<file path="config.mk">
export PLATFORM = sky130hd
export DESIGN_NAME = fetch_unit
export DESIGN_NICKNAME = d
export VERILOG_FILES = /design/src/rtl/fetch_pkg.sv /design/src/rtl/fetch_len_decode.sv /design/src/rtl/fetch_unit.sv
export SDC_FILE = /design/constraint.sdc
export NUM_CORES = 1
export LEC_CHECK = 0
export ABC_CLOCK_PERIOD_IN_PS = 4400
export CAP_MARGIN = 20
export CORE_MARGIN = 5
export CORE_UTILIZATION = 48
export CTS_BUF_LIST = sky130_fd_sc_hd__clkbuf_2 sky130_fd_sc_hd__clkbuf_4 sky130_fd_sc_hd__clkbuf_8
export DETAILED_ROUTE_END_ITERATION = 8
export GPL_TIMING_DRIVEN = 0
export PLACE_DENSITY = 0.95
export SLEW_MARGIN = 25
export SYNTH_ARGS = -nofsm -noshare
export SYNTH_HDL_FRONTEND = slang
export SYNTH_SLANG_ARGS = --single-unit
</file>
<file path="constraint.sdc">
create_clock -name clk -period 4.4 [get_ports clk]
set_input_delay 0.44 -clock clk [delete_from_list [all_inputs] [get_ports clk]]
set_output_delay 0.44 -clock clk [all_outputs]
set_load 0.02 [all_outputs]
</file>
<file path="src/rtl/fetch_pkg.sv">
// rtl/fetch_pkg.sv - shared states, length codes and defaults for the fetch unit
package fetch_pkg;

    typedef enum logic [1:0] {
        FETCH = 2'd0,
        WAIT  = 2'd1,
        HOLD  = 2'd2,
        HALT  = 2'd3
    } state_t;

    localparam logic [1:0] LEN_1 = 2'd1;
    localparam logic [1:0] LEN_2 = 2'd2;
    localparam logic [1:0] LEN_3 = 2'd3;

    localparam logic [7:0] HALT_OPCODE_DEFAULT = 8'hFF;

endpackage

</file>
<file path="src/rtl/fetch_len_decode.sv">
// rtl/fetch_len_decode.sv - opcode length decode and top-of-memory crossing check
module fetch_len_decode
    import fetch_pkg::*;
(
    input  logic [7:0] opcode,
    input  logic [5:0] pc,
    output logic [1:0] len,
    output logic       crosses_top
);

    // Only the two length bits matter here; the rest of the opcode belongs to the decoder.
    logic unused_opcode_bits;
    assign unused_opcode_bits = ^opcode[5:0];

    always_comb begin
        case (opcode[7:6])
            2'b00:   len = LEN_1;
            2'b01:   len = LEN_2;
            default: len = LEN_3;
        endcase
    end

    // Widened by one bit so an instruction ending exactly at address 63 is still legal.
    assign crosses_top = ({1'b0, pc} + {5'd0, len}) > 7'd64;

endmodule

</file>
<file path="src/rtl/fetch_unit.sv">
// rtl/fetch_unit.sv - instruction fetch FSM with decoder handshake, redirect and halt
module fetch_unit
    import fetch_pkg::*;
#(
    parameter logic [5:0] RESET_PC    = 6'd0,
    parameter logic [7:0] HALT_OPCODE = HALT_OPCODE_DEFAULT
) (
    input  logic       clk,
    input  logic       rst,
    output logic [5:0] Addr,
    output logic       we,
    output logic [7:0] Data,
    input  logic [7:0] Opcode,
    input  logic [7:0] Operando1,
    input  logic [7:0] Operando2,
    output logic       instr_valid,
    input  logic       instr_ready,
    output logic [7:0] instr_opcode,
    output logic [7:0] instr_op1,
    output logic [7:0] instr_op2,
    output logic [1:0] instr_len,
    output logic [5:0] instr_pc,
    input  logic       jump_valid,
    input  logic [5:0] jump_addr,
    output logic       halted,
    output logic       fault
);

    state_t     state, state_next;
    logic [5:0] pc, pc_next;
    logic       halt_pending, halt_pending_next;
    logic       valid_next, halted_next, fault_next;
    logic [7:0] opcode_next, op1_next, op2_next;
    logic [1:0] len_next;
    logic [5:0] ipc_next;

    logic [1:0] dec_len;
    logic       dec_crosses;

    fetch_len_decode u_len_decode (
        .opcode      (Opcode),
        .pc          (pc),
        .len         (dec_len),
        .crosses_top (dec_crosses)
    );

    assign Addr = pc;
    assign we   = 1'b0;
    assign Data = 8'h00;

    always_ff @(posedge clk) begin
        if (rst) begin
            state        <= FETCH;
            pc           <= RESET_PC;
            halt_pending <= 1'b0;
            instr_valid  <= 1'b0;
            instr_opcode <= 8'h00;
            instr_op1    <= 8'h00;
            instr_op2    <= 8'h00;
            instr_len    <= 2'd0;
            instr_pc     <= 6'd0;
            halted       <= 1'b0;
            fault        <= 1'b0;
        end else begin
            state        <= state_next;
            pc           <= pc_next;
            halt_pending <= halt_pending_next;
            instr_valid  <= valid_next;
            instr_opcode <= opcode_next;
            instr_op1    <= op1_next;
            instr_op2    <= op2_next;
            instr_len    <= len_next;
            instr_pc     <= ipc_next;
            halted       <= halted_next;
            fault        <= fault_next;
        end
    end

    always_comb begin
        state_next        = state;
        pc_next           = pc;
        halt_pending_next = halt_pending;
        valid_next        = instr_valid;
        opcode_next       = instr_opcode;
        op1_next          = instr_op1;
        op2_next          = instr_op2;
        len_next          = instr_len;
        ipc_next          = instr_pc;
        halted_next       = halted;
        fault_next        = fault;

        case (state)
            FETCH: begin
                if (jump_valid) begin
                    pc_next    = jump_addr;
                    valid_next = 1'b0;
                end else begin
                    state_next = WAIT;
                end
            end

            WAIT: begin
                if (jump_valid) begin
                    pc_next    = jump_addr;
                    valid_next = 1'b0;
                    state_next = FETCH;
                end else if (dec_crosses) begin
                    fault_next  = 1'b1;
                    halted_next = 1'b1;
                    state_next  = HALT;
                end else begin
                    opcode_next       = Opcode;
                    op1_next          = (dec_len >= LEN_2) ? Operando1 : 8'h00;
                    op2_next          = (dec_len == LEN_3) ? Operando2 : 8'h00;
                    len_next          = dec_len;
                    ipc_next          = pc;
                    valid_next        = 1'b1;
                    halt_pending_next = (Opcode == HALT_OPCODE);
                    state_next        = HOLD;
                end
            end

            HOLD: begin
                if (jump_valid) begin
                    pc_next           = jump_addr;
                    valid_next        = 1'b0;
                    halt_pending_next = 1'b0;
                    state_next        = FETCH;
                end else if (instr_ready) begin
                    valid_next = 1'b0;
                    if (halt_pending) begin
                        // The halt instruction has been handed over; pc stays on it.
                        halt_pending_next = 1'b0;
                        halted_next       = 1'b1;
                        state_next        = HALT;
                    end else begin
                        pc_next    = instr_pc + {4'd0, instr_len};
                        state_next = FETCH;
                    end
                end
            end

            default: begin
                state_next = HALT;
            end
        endcase
    end

endmodule

</file>
==> results of run 1 <==
==> path summary, 6_finish.rpt <==
kind,from,to,slack (ns),cells past startpoint
max,Opcode[7],instr_op1[7],1.29,8
min,halted,halted,0.46,2
max reg2reg,Addr[0],instr_op1[7],2.04,5
min reg2reg,halted,halted,0.46,2
==> metal layers <==
metal	global-route usage, %	vias up
li1	-	1080
met1	26.24	1057
met2	35.48	118
met3	5.972	14
met4	6.993	0
met5	0	-
==> final cells by class <==
cell class,count,area (µm²)
fill,330,1266
multi-input combinational,184,1097
sequential,44,880.8
timing repair buffer,72,720.7
buffer,29,168.9
clock buffer,7,96.34
tap,52,65.06
clock inverter,1,30.03
inverter,7,28.78
==> cell usage in the layout, fill, tap and decap left out, drive strengths merged, types with 3 or more instances in the layout <==
cell           synthesis  final
a211oi                 4      4
a21oi                 35     35
buf                   21     21
clkbuf                 8     15
clkdlybuf4s50          0     72
conb                   1      9
dfxtp                 44     44
ha                     4      4
inv                    7      7
nand2                 13     13
nand2b                 5      5
nand3                 18     18
nand4                 17     17
nor2                  10     10
nor3                   4      4
o21ai                 34     34
o31ai                  3      3
==> tightest hold or removal path, cell delays in order, from the launching register on <==
cell and delay, ns:
dfxtp_1 0.31, inv_1 0.05, a21oi_1 0.05
==> registers in the layout, indices dropped and copies added, names as in the netlist <==
register,cells
instr_valid,1
Addr,6
instr_opcode,8
instr_op1,8
instr_op2,8
halted,1
fault,1
instr_len,2
state,2
halt_pending,1
instr_pc,6
==> synthesized netlist by cell type, drive strengths merged <==
master / number
o311ai: 1
nand4b: 1
inv: 7
nor4: 1
nor3b: 2
o31ai: 3
buf: 21
a221oi: 1
nor2: 10
xnor2: 2
or2: 1
ha: 4
and3: 1
nor2b: 2
dfxtp: 44
nand4: 17
a221o: 2
nor3: 4
xor2: 2
a211oi: 4
nand2: 13
and2: 1
nand3: 18
nand3b: 1
and4: 1
a31oi: 1
mux2i: 2
nand2b: 5
o211ai: 2
o21ai: 34
clkbuf: 8
fa: 2
a211o: 1
a21oi: 35
o311a: 1
conb: 1
==> through the flow <==
step | setup slack [ns] | power [mW] | instance area [µm²] | std cells
after floorplan | 1.950 | 0.5314 | 2176 | 264
after global placement | 1.057 | 0.6068 | 2962 | 388
after detailed placement | 0.9949 | 0.6112 | 2962 | 388
after CTS | 1.301 | 0.9461 | 3088 | 396
after global routing | 1.093 | 0.9773 | 3088 | 396
final | 1.290 | 0.9455 | 3088 | 396
==> logic make-up after synthesis <==
| logic type | Yosys count |
|---|---|
| compound gates | 85 |
| simple gates | 78 |
| fa+ha+maj | 6 |
| flops | 44 |
| xor+xnor | 4 |
| buf+inv | 36 |
| mux | 2 |
| other cells | 1 |
==> power groups by stage <==
stage	Clock [mW]	Combinational (mW)	Sequential (mW)
floorplan	0	0.0780	0.453
global placement	0	0.170	0.437
detailed placement	0	0.174	0.437
CTS	0.342	0.176	0.428
global route	0.356	0.190	0.431
finish	0.341	0.176	0.428
==> qor.yml, run 1 <==
status:
  outcome: "complete, no violations"
logic_synthesis:
  yosysTopAreaCellShare_pct: 41.05
  ys_ff_latch: 44
  synth_compound_area_share_pct: 22.97
  syn_inst: 256
  synthAdderAreaFrac_pct: 4.198
  synthTopCellsByArea: "dfxtp_1 41%, a21oi_1 7.9%, o21ai_0 7.9%"
  syn_area_per_cell_um2: 8.382
  yosysUniqueCellTypes: 44
  yosys-mux-area-fraction_pct: 0.9329
  synthXorXnorAreaFrac_pct: 1.633
  yosysTopAreaCell: "dfxtp_1"
  synth-simple-area-share_pct: 19.83
  ys_warn_count: 0
  synthesis.area_mm2: 0.002146
  yosysSeqAreaShare_pct: 41.05
  synth_top_family_by_area: "compound AO/OA/AOI/OAI gates"
pwr:
  max-vdd-ir-drop_mv: 0.2265
  cellInternalPower_uw: 698.6
  cellLeakagePower_nw: 1.099
  seqPwrFrac_pct: 45.3
  power.share.combinational_pct: 18.7
  switchingPower_uw: 246.8
  power.density_mw_per_mm2: 306.2
  power_frac_clock_pct: 36.0
  swShare_pct: 26.11
clocking:
  cts_tree: "done"
  cts_buffers: 5
  ctsHoldBuffers: 0
  post-cts-setup-buffer-count: 0
  h-tree-depth: 2
  post_cts_resized: 0
  cts_max_path_buffers: 2
  insertion_delay_ns: 0.30
  clockRootBuffer: "clkbuf_8"
  clk_pin_slew_ns: 0.08
  clock_sinks: 44
floorplanning:
  dieHeight_um: 76.86
  start_util_pct: 49.28
  core-area_mm2: 0.004354
  io_pins: 84
  rows: 24
  die_w_um: 76.86
  die_area_mm2: 0.005907
worst_setup_path:
  cp_data_arrival_time_ns: 3.27
  crit_buf_inv: 2
  path_max_fanout: 10
  startpoint_type: "primary input"
  critPathSlowestCell: "clkdlybuf4s50_1"
  cp_top_family: "buffers and inverters"
  timing.setup.critical_path_class: "in2reg"
  endpoint_kind: "flip-flop"
  slowest_delay_ns: 0.50
  required_ns: 4.56
  crit_chain: "clkdlybuf4s50_1, clkbuf_1, nand2b_1, ha_1, fa_1, o311a_1, nor2_1, o21ai_0"
timing:
  fin_crit_sh_pct: 70.68
  tns_ns: 0
  rsz0062_at_grt: "no"
  holdWs_ns: 0.4622
  period_needed_ns: 3.110
  worst_pin_slew_ns: 0.5717
  max_clock_freq_mhz: 321.6
  fin_skew_ns: 0.005273
  hold_viol_final: 0
  setup-violations-final: 0
  slew_headroom_pct: 61.74
  slew_violations: 0
global_routing:
  grt_pass1_wl_mm: 10.45
  antenna_found_initial: 0
  grt_pass1_vias: 2205
  globalRoute.totalOverflow: 0
  grt_usage_pct: 21.27
  grt_max_degree: 14
route:
  wl_met1_mm: 2.588
  wl_mm: 6.375
  routed.top_layer: "met4"
  post-route-drc-count: 0
  drtIter0Drc: 163
  via_per_inst: 5.730
  ant_nets: 0
  wl_met2_mm: 3.080
  wl_per_cell_um: 16.10
  vias: 2269
  drtPass1Iterations: 5
  wl_met3_um: 589
layout:
  drive_above_1_share_pct: 10.47
  nets: 383
  post-route-util_pct: 70.92
  area_growth_pct: 43.91
  diodes: 0
placement:
  place_hpwl_mm: 4.737
  gp_congestion: 0.8242
  port_buffers: 72
flow_run:
  maxCapViolations: 0
min_path:
  hold_path.class: "reg2reg"
(Power assumes the default switching activity.)
==> run 2: changes to the inputs <==
--- a/config.mk
+++ b/config.mk
@@ -5,14 +5,14 @@
 export SDC_FILE = /design/constraint.sdc
 export NUM_CORES = 1
 export LEC_CHECK = 0
-export ABC_CLOCK_PERIOD_IN_PS = 4400
+export ABC_CLOCK_PERIOD_IN_PS = 3000
 export CAP_MARGIN = 20
 export CORE_MARGIN = 5
-export CORE_UTILIZATION = 48
+export CORE_UTILIZATION = 45
 export CTS_BUF_LIST = sky130_fd_sc_hd__clkbuf_2 sky130_fd_sc_hd__clkbuf_4 sky130_fd_sc_hd__clkbuf_8
 export DETAILED_ROUTE_END_ITERATION = 8
 export GPL_TIMING_DRIVEN = 0
-export PLACE_DENSITY = 0.95
+export PLACE_DENSITY = 0.91
 export SLEW_MARGIN = 25
 export SYNTH_ARGS = -nofsm -noshare
 export SYNTH_HDL_FRONTEND = slang
==> constraint.sdc (replaced) <==
create_clock -name clk -period 3 [get_ports clk]
set_input_delay 0.3 -clock clk [delete_from_list [all_inputs] [get_ports clk]]
set_output_delay 0.3 -clock clk [all_outputs]
set_load 0.02 [all_outputs]
==> qor.yml, run 2 (synthesis results as in run 1) <==
status:
  outcome: "complete, no violations"  # unchanged
layout:
  final_cell_mix: "72 x clkdlybuf4s50_1, 44 x dfxtp_1, 34 x a21oi_1, 34 x o21ai_0, 18 x nand3_1"  # unchanged
  post-route-util_pct: 66.39  # was 70.92%
  fillers: 381  # was 330
  nets: 383  # unchanged
  layout_commonest_cell: "clkdlybuf4s50_1"  # unchanged
  area_growth_pct: 44.20  # was 43.91%
  drive_above_1_share_pct: 11.05  # was 10.47%
  top_regs: "instr_op1 (8), instr_op2 (8), instr_opcode (8)"  # unchanged
  diodes: 0  # unchanged
  finalNonFillerCells: 398  # was 396
worst_setup_path:
  path_max_fanout: 10  # unchanged
  crit_path_start: "Opcode[7]"  # unchanged
  rr_startpoint: "Addr[0]"  # unchanged
  required_ns: 3.23  # was 4.56 ns
  slowest_delay_ns: 0.52  # was 0.50 ns
  crit_chain: "clkdlybuf4s50_1, clkbuf_2, nand2b_1, ha_1, fa_1, o311ai_2, buf_2, nand3_1, a21oi_1"  # was clkdlybuf4s50_1, clkbuf_1, nand2b_1, ha_1, fa_1, o311a_1, nor2_1, o21ai_0
  startpoint_type: "primary input"  # unchanged
  cp_data_arrival_time_ns: 3.00  # was 3.27 ns
  cp_top_family: "buffers and inverters"  # unchanged
  endpoint_kind: "flip-flop"  # unchanged
  timing.setup.critical_path_class: "in2reg"  # unchanged
  crit_buf_inv: 3  # was 2
  critPathSlowestCell: "o311ai_2"  # was clkdlybuf4s50_1
route:
  drtPass1Iterations: 5  # unchanged
  wl_mm: 6.350  # was 6.375 mm
  via_per_inst: 5.786  # was 5.730
  drtIter0Drc: 171  # was 163
  vias: 2303  # was 2269
  wl_per_cell_um: 15.95  # was 16.10 µm
  post-route-drc-count: 0  # unchanged
  ant_nets: 0  # unchanged
timing:
  setup_ws_ns: 0.2387  # was 1.290 ns
  worst_pin_slew_ns: 0.5360  # was 0.5717 ns
  slew_violations: 0  # unchanged
  rsz0062_at_grt: "no"  # unchanged
  fin_skew_ns: 0.008399  # was 0.005273 ns
  period_needed_ns: 2.761
  setup-violations-final: 0  # unchanged
  max_clock_freq_mhz: 362.1
  tns_ns: 0  # unchanged
  slew_headroom_pct: 64.27  # was 61.74%
  hold_viol_final: 0  # unchanged
  fin_crit_sh_pct: 92.04
clocking:
  cts_max_path_buffers: 2  # unchanged
  clock_sinks: 44  # unchanged
  insertion_delay_ns: 0.30  # about the same
  cts_buffers: 5  # unchanged
  h-tree-depth: 2  # unchanged
  clockRootBuffer: "clkbuf_8"  # unchanged
  cts_tree: "done"  # unchanged
  ctsHoldBuffers: 0  # unchanged
  clk_pin_slew_ns: 0.09  # was 0.08 ns
global_routing:
  gr-usage-met2_pct: 33.92  # was 35.48%
  grt_busiest_layer: "met2"  # unchanged
  use_met1_pct: 24.22  # was 26.24%
  grt_pass1_vias: 2269  # was 2205
  grt_usage_pct: 20.36  # was 21.27%
  grt_pass1_wl_mm: 10.22  # was 10.45 mm
  globalRoute.totalOverflow: 0  # unchanged
  grt_max_degree: 14  # unchanged
  grtUsageMet3_pct: 7.370  # was 5.972%
  antenna_found_initial: 0  # unchanged
floorplanning:
  start_util_pct: 46.04  # was 49.28%
  die_area_mm2: 0.006250  # was 0.005907 mm²
  die_w_um: 79.06  # was 76.86 µm
  core-area_mm2: 0.004661  # was 0.004354 mm²
  rows: 25  # was 24
  io_pins: 84  # unchanged
  dieHeight_um: 79.06  # was 76.86 µm
pwr:
  cellLeakagePower_nw: 1.102  # was 1.099 nW
  max-vdd-ir-drop_mv: 0.2994  # was 0.2265 mV
  power.density_mw_per_mm2: 447.4  # was 306.2 mW/mm²
  power_mw: 1.384  # was 945.5 µW
placement:
  place_hpwl_mm: 4.749  # was 4.737 mm
  gp_congestion: 0.8250  # was 0.8242
  dp.cells: 390  # was 388
  dp_worst_setup_slack_ns: -0.3516  # was 0.9949 ns
  port_buffers: 72  # unchanged
min_path:
  hold_path.class: "in2reg"  # was reg2reg
  hp-start: "jump_valid"  # was halted
flow_run:
  maxCapViolations: 0  # unchanged
-- run 2: cell counts in the layout (fill, tap and decap cells not counted) --
No cell type changed its count.
-- run 2: where the power goes --
part | leakage (nW) | switching [mW] | internal [mW]
Clock | 0.0645 | 0.203 | 0.294
Sequential | 0.358 | 0.0205 | 0.608
Combinational | 0.680 | 0.136 | 0.123
-- run 2: cell type report --
cell class                 count  area, µm²  share of cell area, %
timing repair buffer          72      720.7                  23.29
multi-input combinational    184       1100                  35.54
sequential                    44      880.8                  28.47
buffer                        29      170.2                  5.499
inverter                       7      28.78                 0.9300
tap                           54      67.56                  2.184
clock inverter                 1      30.03                 0.9705
clock buffer                   7      96.34                  3.114
-- run 2: metal layers --
layer | vias to the layer above | share of wire (%) | routed length, µm
met2 | 116 | 48 | 3045
met4 | 0 | 1.3 | 82
li1 | 1085 | - | -
met3 | 11 | 9.4 | 600
met1 | 1091 | 41 | 2621
met5 | - | 0 | 0
-- run 2: final timing paths --
kind | endpoint | slack, ns | cells past startpoint
setup reg to reg | instr_opcode[2] | 0.74 | 6
setup / recovery | instr_opcode[2] | 0.24 | 9
hold / removal | state[0] | 0.39 | 4
hold reg to reg | instr_op1[0] | 0.46 | 2
-- run 2: stage by stage --
| step | cell area [µm²] | hold slack [ns] |
|---|---|---|
| final | 3094 | 0.3922 |
| after global routing | 3094 | 0.4021 |
| after CTS | 3090 | 0.3929 |
| after detailed placement | 2964 | 0.4547 |
| after global placement | 2964 | 0.4381 |
| after floorplan | 2176 | 0.4433 |
-- run 2: worst min-delay path: stages --
cell and delay (ns):
buf_4 0.16, a21oi_1 0.06, nor2_1 0.08, nor3_1 0.05
-- run 2: timing repair --
item,4_1_cts,5_1_grt
endpoints found under the setup margin,0,30
setup buffers,0,0
resized for setup,0,3
